===== src/rtl/vga_timing_pkg.sv =====
// Shared VGA timing definitions for the scan controller and the sprite renderers.
// Contents:
//   - 640x480@60 default timing constants and total-period helper
//   - coord_t : 10-bit scan coordinate shared with the renderers
//   - rgb_t   : 12-bit colour {R[11:8],G[7:4],B[3:0]} with channel slice helpers
package vga_timing_pkg;

    localparam int unsigned COORD_W   = 10;
    localparam int unsigned MAX_TOTAL = 1 << COORD_W;

    localparam int unsigned CLK_DIV_DEF   = 4;
    localparam int unsigned H_DISPLAY_DEF = 640;
    localparam int unsigned H_FRONT_DEF   = 16;
    localparam int unsigned H_SYNC_DEF    = 96;
    localparam int unsigned H_BACK_DEF    = 48;
    localparam int unsigned V_DISPLAY_DEF = 480;
    localparam int unsigned V_FRONT_DEF   = 10;
    localparam int unsigned V_SYNC_DEF    = 2;
    localparam int unsigned V_BACK_DEF    = 33;
    localparam int unsigned PIPE_LAT_DEF  = 2;
    localparam int unsigned PIPE_LAT_MAX  = 8;

    typedef logic [COORD_W-1:0] coord_t;
    typedef logic [11:0]        rgb_t;
    typedef logic [3:0]         chan_t;

    function automatic int unsigned calc_total(input int unsigned disp, input int unsigned front,
                                               input int unsigned sync, input int unsigned back);
        return disp + front + sync + back;
    endfunction

    function automatic chan_t rgb_red(input rgb_t c);
        return c[11:8];
    endfunction

    function automatic chan_t rgb_green(input rgb_t c);
        return c[7:4];
    endfunction

    function automatic chan_t rgb_blue(input rgb_t c);
        return c[3:0];
    endfunction

endpackage


===== src/rtl/sync_delay_line.sv =====
// Fixed-length shift register used to align sync/blank with renderer latency.
// Ports:
//   i_clk   : clock
//   i_reset : synchronous active-high reset, loads RESET_VAL into every stage
//   i_d     : input word, shifted in every clock
//   o_q     : input word delayed by DEPTH clocks (DEPTH = 0 passes i_d straight through)
module sync_delay_line #(
    parameter int unsigned       WIDTH     = 1,
    parameter int unsigned       DEPTH     = 1,
    parameter logic [WIDTH-1:0]  RESET_VAL = '0
) (
    input  logic             i_clk,
    input  logic             i_reset,
    input  logic [WIDTH-1:0] i_d,
    output logic [WIDTH-1:0] o_q
);

    if (DEPTH == 0) begin : g_wire
        logic w_unused;
        assign w_unused = ^{i_clk, i_reset};
        assign o_q      = i_d;
    end else begin : g_shift
        logic [WIDTH-1:0] r_stage [DEPTH];

        always_ff @(posedge i_clk) begin
            if (i_reset) begin
                for (int unsigned i = 0; i < DEPTH; i++) begin
                    r_stage[i] <= RESET_VAL;
                end
            end else begin
                r_stage[0] <= i_d;
                for (int unsigned i = 1; i < DEPTH; i++) begin
                    r_stage[i] <= r_stage[i-1];
                end
            end
        end

        assign o_q = r_stage[DEPTH-1];
    end

endmodule


===== src/rtl/vga_scan_ctrl.sv =====
// VGA scan controller: generates pixel coordinates for the sprite renderers, takes back the
// composited colour and drives VGA sync/colour with sync delayed to match renderer latency.
// Ports:
//   system_clk : design clock
//   reset      : synchronous active-high reset
//   pixel_tick : one-cycle pulse every CLK_DIV clocks; coordinates advance on it
//   pixel_x/y  : current scan coordinates
//   video_on   : visible-area flag aligned to pixel_x/pixel_y (undelayed)
//   frame_tick : one-cycle pulse at the start of vertical blank
//   rgb_in     : composited colour from the renderers, valid PIPE_LAT clocks after a coordinate change
//   hsync/vsync: active-low sync, latency-aligned to colour
//   vga_red/green/blue : registered colour, forced to 0 outside the visible area
module vga_scan_ctrl
    import vga_timing_pkg::*;
#(
    parameter int unsigned CLK_DIV   = CLK_DIV_DEF,
    parameter int unsigned H_DISPLAY = H_DISPLAY_DEF,
    parameter int unsigned H_FRONT   = H_FRONT_DEF,
    parameter int unsigned H_SYNC    = H_SYNC_DEF,
    parameter int unsigned H_BACK    = H_BACK_DEF,
    parameter int unsigned V_DISPLAY = V_DISPLAY_DEF,
    parameter int unsigned V_FRONT   = V_FRONT_DEF,
    parameter int unsigned V_SYNC    = V_SYNC_DEF,
    parameter int unsigned V_BACK    = V_BACK_DEF,
    parameter int unsigned PIPE_LAT  = PIPE_LAT_DEF
) (
    input  logic        system_clk,
    input  logic        reset,
    output logic        pixel_tick,
    output coord_t      pixel_x,
    output coord_t      pixel_y,
    output logic        video_on,
    output logic        frame_tick,
    input  rgb_t        rgb_in,
    output logic        hsync,
    output logic        vsync,
    output logic [3:0]  vga_red,
    output logic [3:0]  vga_green,
    output logic [3:0]  vga_blue
);

    localparam int unsigned H_TOTAL  = calc_total(H_DISPLAY, H_FRONT, H_SYNC, H_BACK);
    localparam int unsigned V_TOTAL  = calc_total(V_DISPLAY, V_FRONT, V_SYNC, V_BACK);
    localparam int unsigned HS_START = H_DISPLAY + H_FRONT;
    localparam int unsigned HS_END   = HS_START + H_SYNC;
    localparam int unsigned VS_START = V_DISPLAY + V_FRONT;
    localparam int unsigned VS_END   = VS_START + V_SYNC;
    localparam int unsigned DIV_W    = (CLK_DIV > 1) ? $clog2(CLK_DIV) : 1;

    if (H_TOTAL > MAX_TOTAL || V_TOTAL > MAX_TOTAL) begin : g_bad_total
        $error("vga_scan_ctrl: H_TOTAL/V_TOTAL exceed coordinate range");
    end
    if (PIPE_LAT > PIPE_LAT_MAX) begin : g_bad_lat
        $error("vga_scan_ctrl: PIPE_LAT out of range");
    end
    if (CLK_DIV < 1) begin : g_bad_div
        $error("vga_scan_ctrl: CLK_DIV must be at least 1");
    end

    localparam logic [DIV_W-1:0] DIV_LAST   = DIV_W'(CLK_DIV - 1);
    localparam coord_t           X_LAST     = coord_t'(H_TOTAL - 1);
    localparam coord_t           Y_LAST     = coord_t'(V_TOTAL - 1);
    localparam coord_t           Y_LAST_VIS = coord_t'(V_DISPLAY - 1);

    logic [DIV_W-1:0] r_div;
    coord_t           r_x;
    coord_t           r_y;
    logic             r_frame_tick;
    logic             r_hsync;
    logic             r_vsync;
    rgb_t             r_rgb;

    logic             w_pixel_tick;
    logic             w_line_end;
    logic             w_frame_end;
    logic [31:0]      w_x_ext;
    logic [31:0]      w_y_ext;
    logic             w_video_on;
    logic             w_hsync_raw;
    logic             w_vsync_raw;
    logic [2:0]       w_dly;

    assign w_pixel_tick = (r_div == DIV_LAST);
    assign w_line_end   = (r_x == X_LAST);
    assign w_frame_end  = (r_y == Y_LAST);

    // Widen before comparing so display/sync bounds equal to 1024 still compare correctly.
    assign w_x_ext     = {{(32-COORD_W){1'b0}}, r_x};
    assign w_y_ext     = {{(32-COORD_W){1'b0}}, r_y};
    assign w_video_on  = (w_x_ext < H_DISPLAY) && (w_y_ext < V_DISPLAY);
    assign w_hsync_raw = !((w_x_ext >= HS_START) && (w_x_ext < HS_END));
    assign w_vsync_raw = !((w_y_ext >= VS_START) && (w_y_ext < VS_END));

    always_ff @(posedge system_clk) begin
        if (reset) begin
            r_div        <= '0;
            r_x          <= '0;
            r_y          <= '0;
            r_frame_tick <= 1'b0;
        end else begin
            r_div        <= w_pixel_tick ? '0 : r_div + 1'b1;
            // Pulse follows the tick that leaves the last visible pixel of the frame.
            r_frame_tick <= w_pixel_tick && w_line_end && (r_y == Y_LAST_VIS);
            if (w_pixel_tick) begin
                if (w_line_end) begin
                    r_x <= '0;
                    r_y <= w_frame_end ? '0 : r_y + 1'b1;
                end else begin
                    r_x <= r_x + 1'b1;
                end
            end
        end
    end

    // Delays sync/blank by the renderer latency so they line up with rgb_in.
    sync_delay_line #(
        .WIDTH     (3),
        .DEPTH     (PIPE_LAT),
        .RESET_VAL (3'b110)
    ) u_sync_dly (
        .i_clk   (system_clk),
        .i_reset (reset),
        .i_d     ({w_hsync_raw, w_vsync_raw, w_video_on}),
        .o_q     (w_dly)
    );

    always_ff @(posedge system_clk) begin
        if (reset) begin
            r_hsync <= 1'b1;
            r_vsync <= 1'b1;
            r_rgb   <= '0;
        end else begin
            r_hsync <= w_dly[2];
            r_vsync <= w_dly[1];
            // Renderers may drive garbage/X outside their boxes; blanking masks it.
            r_rgb   <= w_dly[0] ? rgb_in : '0;
        end
    end

    assign pixel_tick = w_pixel_tick;
    assign pixel_x    = r_x;
    assign pixel_y    = r_y;
    assign video_on   = w_video_on;
    assign frame_tick = r_frame_tick;
    assign hsync      = r_hsync;
    assign vsync      = r_vsync;
    assign vga_red    = rgb_red(r_rgb);
    assign vga_green  = rgb_green(r_rgb);
    assign vga_blue   = rgb_blue(r_rgb);

endmodule

===== config.mk =====
export PLATFORM = sky130hd
export DESIGN_NAME = vga_scan_ctrl
export DESIGN_NICKNAME = d
export VERILOG_FILES = /design/src/rtl/vga_timing_pkg.sv /design/src/rtl/sync_delay_line.sv /design/src/rtl/vga_scan_ctrl.sv
export SDC_FILE = /design/constraint.sdc
export NUM_CORES = 1
export LEC_CHECK = 0
export ABC_AREA = 1
export ABC_CLOCK_PERIOD_IN_PS = 1500
export CAP_MARGIN = 10
export CELL_PAD_IN_SITES_DETAIL_PLACEMENT = 0
export CELL_PAD_IN_SITES_GLOBAL_PLACEMENT = 2
export CORE_ASPECT_RATIO = 1.2
export CORE_MARGIN = 4
export CORE_UTILIZATION = 27
export CTS_BUF_LIST = sky130_fd_sc_hd__clkbuf_2 sky130_fd_sc_hd__clkbuf_4 sky130_fd_sc_hd__clkbuf_8
export DETAILED_ROUTE_END_ITERATION = 8
export GPL_TIMING_DRIVEN = 0
export HOLD_SLACK_MARGIN = 0.03
export PLACE_DENSITY = 0.83
export RECOVER_POWER = 100
export SETUP_SLACK_MARGIN = 0.02
export SYNTH_ARGS = -nofsm -noshare
export SYNTH_HDL_FRONTEND = slang
export SYNTH_HIERARCHICAL = 1
export SYNTH_SLANG_ARGS = --single-unit

===== constraint.sdc =====
create_clock -name system_clk -period 1.5 [get_ports system_clk]
set_input_delay 0.375 -clock system_clk [delete_from_list [all_inputs] [get_ports system_clk]]
set_output_delay 0.375 -clock system_clk [all_outputs]
set_load 0.1 [all_outputs]

=== Word-level counts from Yosys, hierarchy flattened ===
Memories as Yosys holds them, arrays and structs flattened.
Index checks and enable logic that the tools add are counted.

* Add/subtract/negate cells: 3
* Magnitude comparators: 6
* Eq/ne operators: 4
* Multiplexer cells: 7
* Bitwise gates (word level): 3
* Reduce and logical (&&, ||, !) cells: 10

{| class="wikitable"
|+ Operators with widths
! cell !! number
|-
| adder 10 x 1 -> 10 bit (second input constant) || 2
|-
| equality test 10 bit (second input constant) || 2
|-
| < comparator 10 bit (second input constant) || 2
|-
| < comparator 10 x 9 -> 1 bit (second input constant) || 2
|-
| 2-to-1 mux 10 bit || 2
|-
| equality test 10 x 9 -> 1 bit (second input constant) || 1
|-
| >= comparator 10 bit (second input constant) || 1
|-
| >= comparator 10 x 9 -> 1 bit (second input constant) || 1
|-
| 2-to-1 mux 3 bit || 2
|-
| logical AND 1 bit || 5
|-
| OR reduction 2 bit || 2
|-
| 2-to-1 mux 1 bit || 3
|-
| adder 2 x 1 -> 2 bit (second input constant) || 1
|-
| equality test 2 bit (second input constant) || 1
|-
| zero test 1 bit || 2
|-
| bitwise OR 1 bit || 2
|-
| AND reduction 2 bit || 1
|-
| inverter 1 bit || 1
|}

* Register bits: 37
* RAM bits: 6
* Input port bits: 14
* Output and inout port bits: 37
* Logic and storage cells: 41
* Memories: 1

{| class="wikitable"
|+ Memory list
! memory !! depth !! width !! read ports !! clocked after Yosys merged registers in !! wr ports !! line !! source
|-
| u_sync_dly.g_shift.r_stage || 2 || 3 || 2 || 0 || 2 || sync_delay_line.sv:23 || <nowiki>logic [WIDTH-1:0] r_stage [DEPTH];</nowiki>
|}

=== Depth between registers and ports, before layout ===
* Depth after elaboration: 4
* Depth in mapped cells: 9
* Depth with buffers taken out: 9

=== By module ===
The synthesis kept the hierarchy.

{| class="wikitable"
|+ Modules (own cells, without submodules)
! module !! instances !! cells each !! area each (um^2) !! seq. area each (um^2)
|-
| vga_scan_ctrl || 1 || 222 || 1662.8 || 740.7
|-
| sync_delay_line || 1 || 22 || 191.4 || 120.1
|}

=== Least setup slack after synthesis ===
OpenSTA, ideal clock, no wires.

* Path type: register -> output
* Start point: register r_x[8] (netlist: pixel_x[8])
* End point: output port video_on
* Arrival: 4165 ps
* Required time: 1125 ps
* Path slack: -3040 ps
* Stages on the path, launching flop included: 3
* Path buffers: 0
* Cells stage by stage: dfxtp_1 -> nor3_1 -> nor4_1

* Cells in the longest elaborated chain, start to end: 2

{| class="wikitable"
|+ Ends and longest elaborated chain
! element !! line !! source
|-
| start, declared || vga_scan_ctrl.sv:66 || <nowiki>coord_t r_x;</nowiki>
|-
| start signal, assigned || vga_scan_ctrl.sv:109 || <nowiki>r_x <= r_x + 1'b1;</nowiki>
|-
| < comparator 10 bit || vga_scan_ctrl.sv:90 || <nowiki>assign w_video_on = (w_x_ext < H_DISPLAY) && (w_y_ext < V_DISPLAY);</nowiki>
|-
| logical AND 1 bit || vga_scan_ctrl.sv:90 ||
|-
| end, declared || vga_scan_ctrl.sv:32 || <nowiki>output logic video_on,</nowiki>
|}

No other way between the ends.

=== Worst setup path in the final report ===
* Start point: register r_y[6] (netlist: pixel_y[6])
* End point: output port video_on

* Cells in the longest elaborated chain, start to end: 2

{| class="wikitable"
|+ Ends and longest elaborated chain
! element !! line !! source
|-
| start, declared || vga_scan_ctrl.sv:67 || <nowiki>coord_t r_y;</nowiki>
|-
| start signal, assigned || vga_scan_ctrl.sv:107 || <nowiki>r_y <= w_frame_end ? '0 : r_y + 1'b1;</nowiki>
|-
| < comparator 10 x 9 -> 1 bit || vga_scan_ctrl.sv:90 ||
|-
| logical AND 1 bit || vga_scan_ctrl.sv:90 ||
|}

No other way between the ends.

==> flow_summary.toml <==
[synth]
synth_compound_area_share_pct = 3.509
synthFlopType = "dfxtp_1"
synth_top_area_share_pct = 46.42
syn_nets = 263
yosys.area.top_type = "dfxtp_1"
synth_edf_count = 0
synth_most_common_cell = "nor2_1"
ys_types = 29
muxShareOfSynthArea_pct = 0
synthXorXnorAreaFrac_pct = 2.362
synthCells = 244
yosys.area_share.simple_pct = 32.86
yosys_warnings = 6
seq_area_frac_synth_pct = 46.42
synthArstFlopShare_pct = 0
synthTopCellsByCount = "nor2_1 (48), nand2_1 (44), dfxtp_1 (43), inv_1 (43), nand3_1 (10)"
synth.avg_cell_area_um2 = 7.600
synth_seq_cells = 43
syn_area_um2 = 1854
synth_top_family_by_area = "simple AND/OR/NAND/NOR gates"
synth_area_leaders = "dfxtp_1 (46%), nor2_1 (9.7%), nand2_1 (8.9%)"
synth_fa_ha_area_share_pct = 3.374

[clock_network]
clk_pin_slew_ns = 0.08
root_buffer = "clkbuf_8"
cts-buffers-inserted = 5
h-tree-depth = 2
clock_path_buffers = 2
clk_latency_ns = 0.29
cts_tree = "yes"
numClockSinks = 43

[die]
ios = 51
core_area_um2 = 6566
start_util_pct = 28.24
std_cell_rows = 32
dieArea_um2 = 8263
die_x_um = 83.65
die_h_um = 98.78

[sta]
min_period_ns = 1.822
fin_skew_ns = 0.005084
worst-slew-pin-transition_ns = 0.5537
slew_viol_final = 0
relSlewSlack_pct = 63.24
final_hold_viol_count = 0
setup_ws_ns = -0.3222
fmax_mhz = 548.8
rsz0062_at_grt = "yes"
setup_viol = 29
fin_crit_sh_pct = 121.5

[worst_setup_path]
cp_max_fo = 6
path_class = "flip-flop to output pin"
crit_required_ns = 1.12
rr_worst_depth = 9
cp.arrival_ns = 1.45
end_kind = "output pin"
start_kind = "flip-flop"

[drt]
via_per_inst = 4.121
ant_nets = 0
num_vias = 1632
wl_mm = 4.426
dr.pass1.iters = 4
wl_per_cell_um = 11.18
drc_errors = 0
dr.first_iter.drc_count = 60

[layout]
drive_gt1_share_pct = 33.12
layout.nets = 329
fin_util_pct = 39.86
antenna_cells = 0
syn2layout_area_growth_pct = 41.16

[placement]
pre_cts_ws_ns = -0.9197
io_buffers = 50
gp_congestion = 0.7422
dp_hpwl_mm = 3.300

[global_route]
grt_start_max_net_pins = 14
track_usage_pct = 10.64
grt_pass1_vias = 1506
antenna_found_initial = 0
overflow = 0
grt_pass1_wl_mm = 7.113

[power_and_ir_drop]
vdd_drop_max_mv = 0.4577
p_leak_nw = 1.253
p_per_area_nw_per_um2 = 814.7

[run_status]
status = "finished, violations left"
violations = "setup timing"

[flow_run]
maxCapViolations = 0

[worst_hold_path]
hold_path.class = "flip-flop to flip-flop"
hold_depth = 2
[registers in the layout, summed over array words and instances, names as in the netlist]
register                    count
pixel_x                        10
r_div                           2
frame_tick                      1
hsync                           1
r_rgb                          12
pixel_y                        10
u_sync_dly/g_shift.r_stage      6
vsync                           1
[cell usage in the layout, fill, tap and decap left out, types with 2 or more instances in the layout]
master,n
clkdlybuf4s50_1,12
ha_1,2
buf_2,6
buf_8,2
dfxtp_4,14
nor2_2,5
xor2_1,4
nand2_1,43
nand2_2,3
inv_4,2
nand3_1,10
inv_1,41
nand3_2,2
ha_4,2
buf_4,12
nor3_1,6
o21ai_0,3
or2_2,2
clkbuf_2,12
dfxtp_2,4
a21oi_1,5
clkbuf_4,18
nand2_4,3
dfxtp_1,25
nor2_1,46
nand4_1,5
clkbuf_8,5
[power by group]
group / leakage (nW) / internal [mW] / switching [mW]
Sequential: 0.362 / 1.14 / 0.0110
Combinational: 0.842 / 0.0792 / 0.153
Clock: 0.0489 / 0.345 / 0.406
Total: 1.25 / 1.56 / 0.570
[critical path, stage by stage (launching register included)]
cell	delay [ns]
dfxtp_4	0.37
nand2_2	0.08
nor2_2	0.04
nand2_1	0.08
inv_2	0.06
nor4_4	0.25
buf_6	0.27
[kinds of logic after synthesis]
logic type / Yosys count
and+or+nand+nor: 130
buffers and inverters: 50
DFF: 43
AOI/OAI and AO/OA: 11
xor gates and xnor gates: 5
adders and majority gates: 5
[repair_timing]
item | 4_1_cts | 5_1_grt
hold buffers | 0 | 0
setup endpoints to repair | 62 | 17
pin swaps | 0 | 3
gates resized for setup | 205 | 10
buffers inserted | 3 | 6
[path summary, 6_finish.rpt]
path / to / startpoint / slack, ns
setup reg to reg: pixel_y[8] / r_div[0] / 0.07
hold / removal: u_sync_dly/g_shift.r_stage[0][4] / u_sync_dly/g_shift.r_stage[0][1] / 0.40
hold reg to reg: u_sync_dly/g_shift.r_stage[0][4] / u_sync_dly/g_shift.r_stage[0][1] / 0.40
setup / recovery: video_on / pixel_y[6] / -0.32
[through the flow]
| stage | hold WS, ns | area (um^2) | TNS (ns) | std cells | power [mW] |
|---|---|---|---|---|---|
| floorplan | 0.3795 | 1974 | -1.259 | 244 | 1.326 |
| global placement | 0.3861 | 2581 | -25.86 | 379 | 1.399 |
| detailed placement | 0.3877 | 2581 | -25.34 | 379 | 1.401 |
| CTS | 0.4075 | 2561 | -0.3509 | 390 | 2.159 |
| global route | 0.4423 | 2618 | -3.784 | 396 | 2.233 |
| finish | 0.4031 | 2618 | -1.904 | 396 | 2.133 |
[metal layers]
layer	vias up	track usage [%]	share of wire (%)	wire, um
li1	872	-	-	-
met1	719	11.90	43	1916
met2	37	19.11	50	2230
met3	4	3.428	5.0	223
met4	0	3.342	1.3	57
met5	-	0	0	0
[layout make-up]
class                      count  area [um^2]
buffer                         6        48.80
clock buffer                   6        76.32
clock inverter                 2        11.26
fill                         721         3949
inverter                      44        171.4
multi-input combinational    151        830.8
sequential                    43        918.4
tap                           85        106.4
timing repair buffer          59        454.2
No activity file was read; power rests on OpenSTA's default activity.
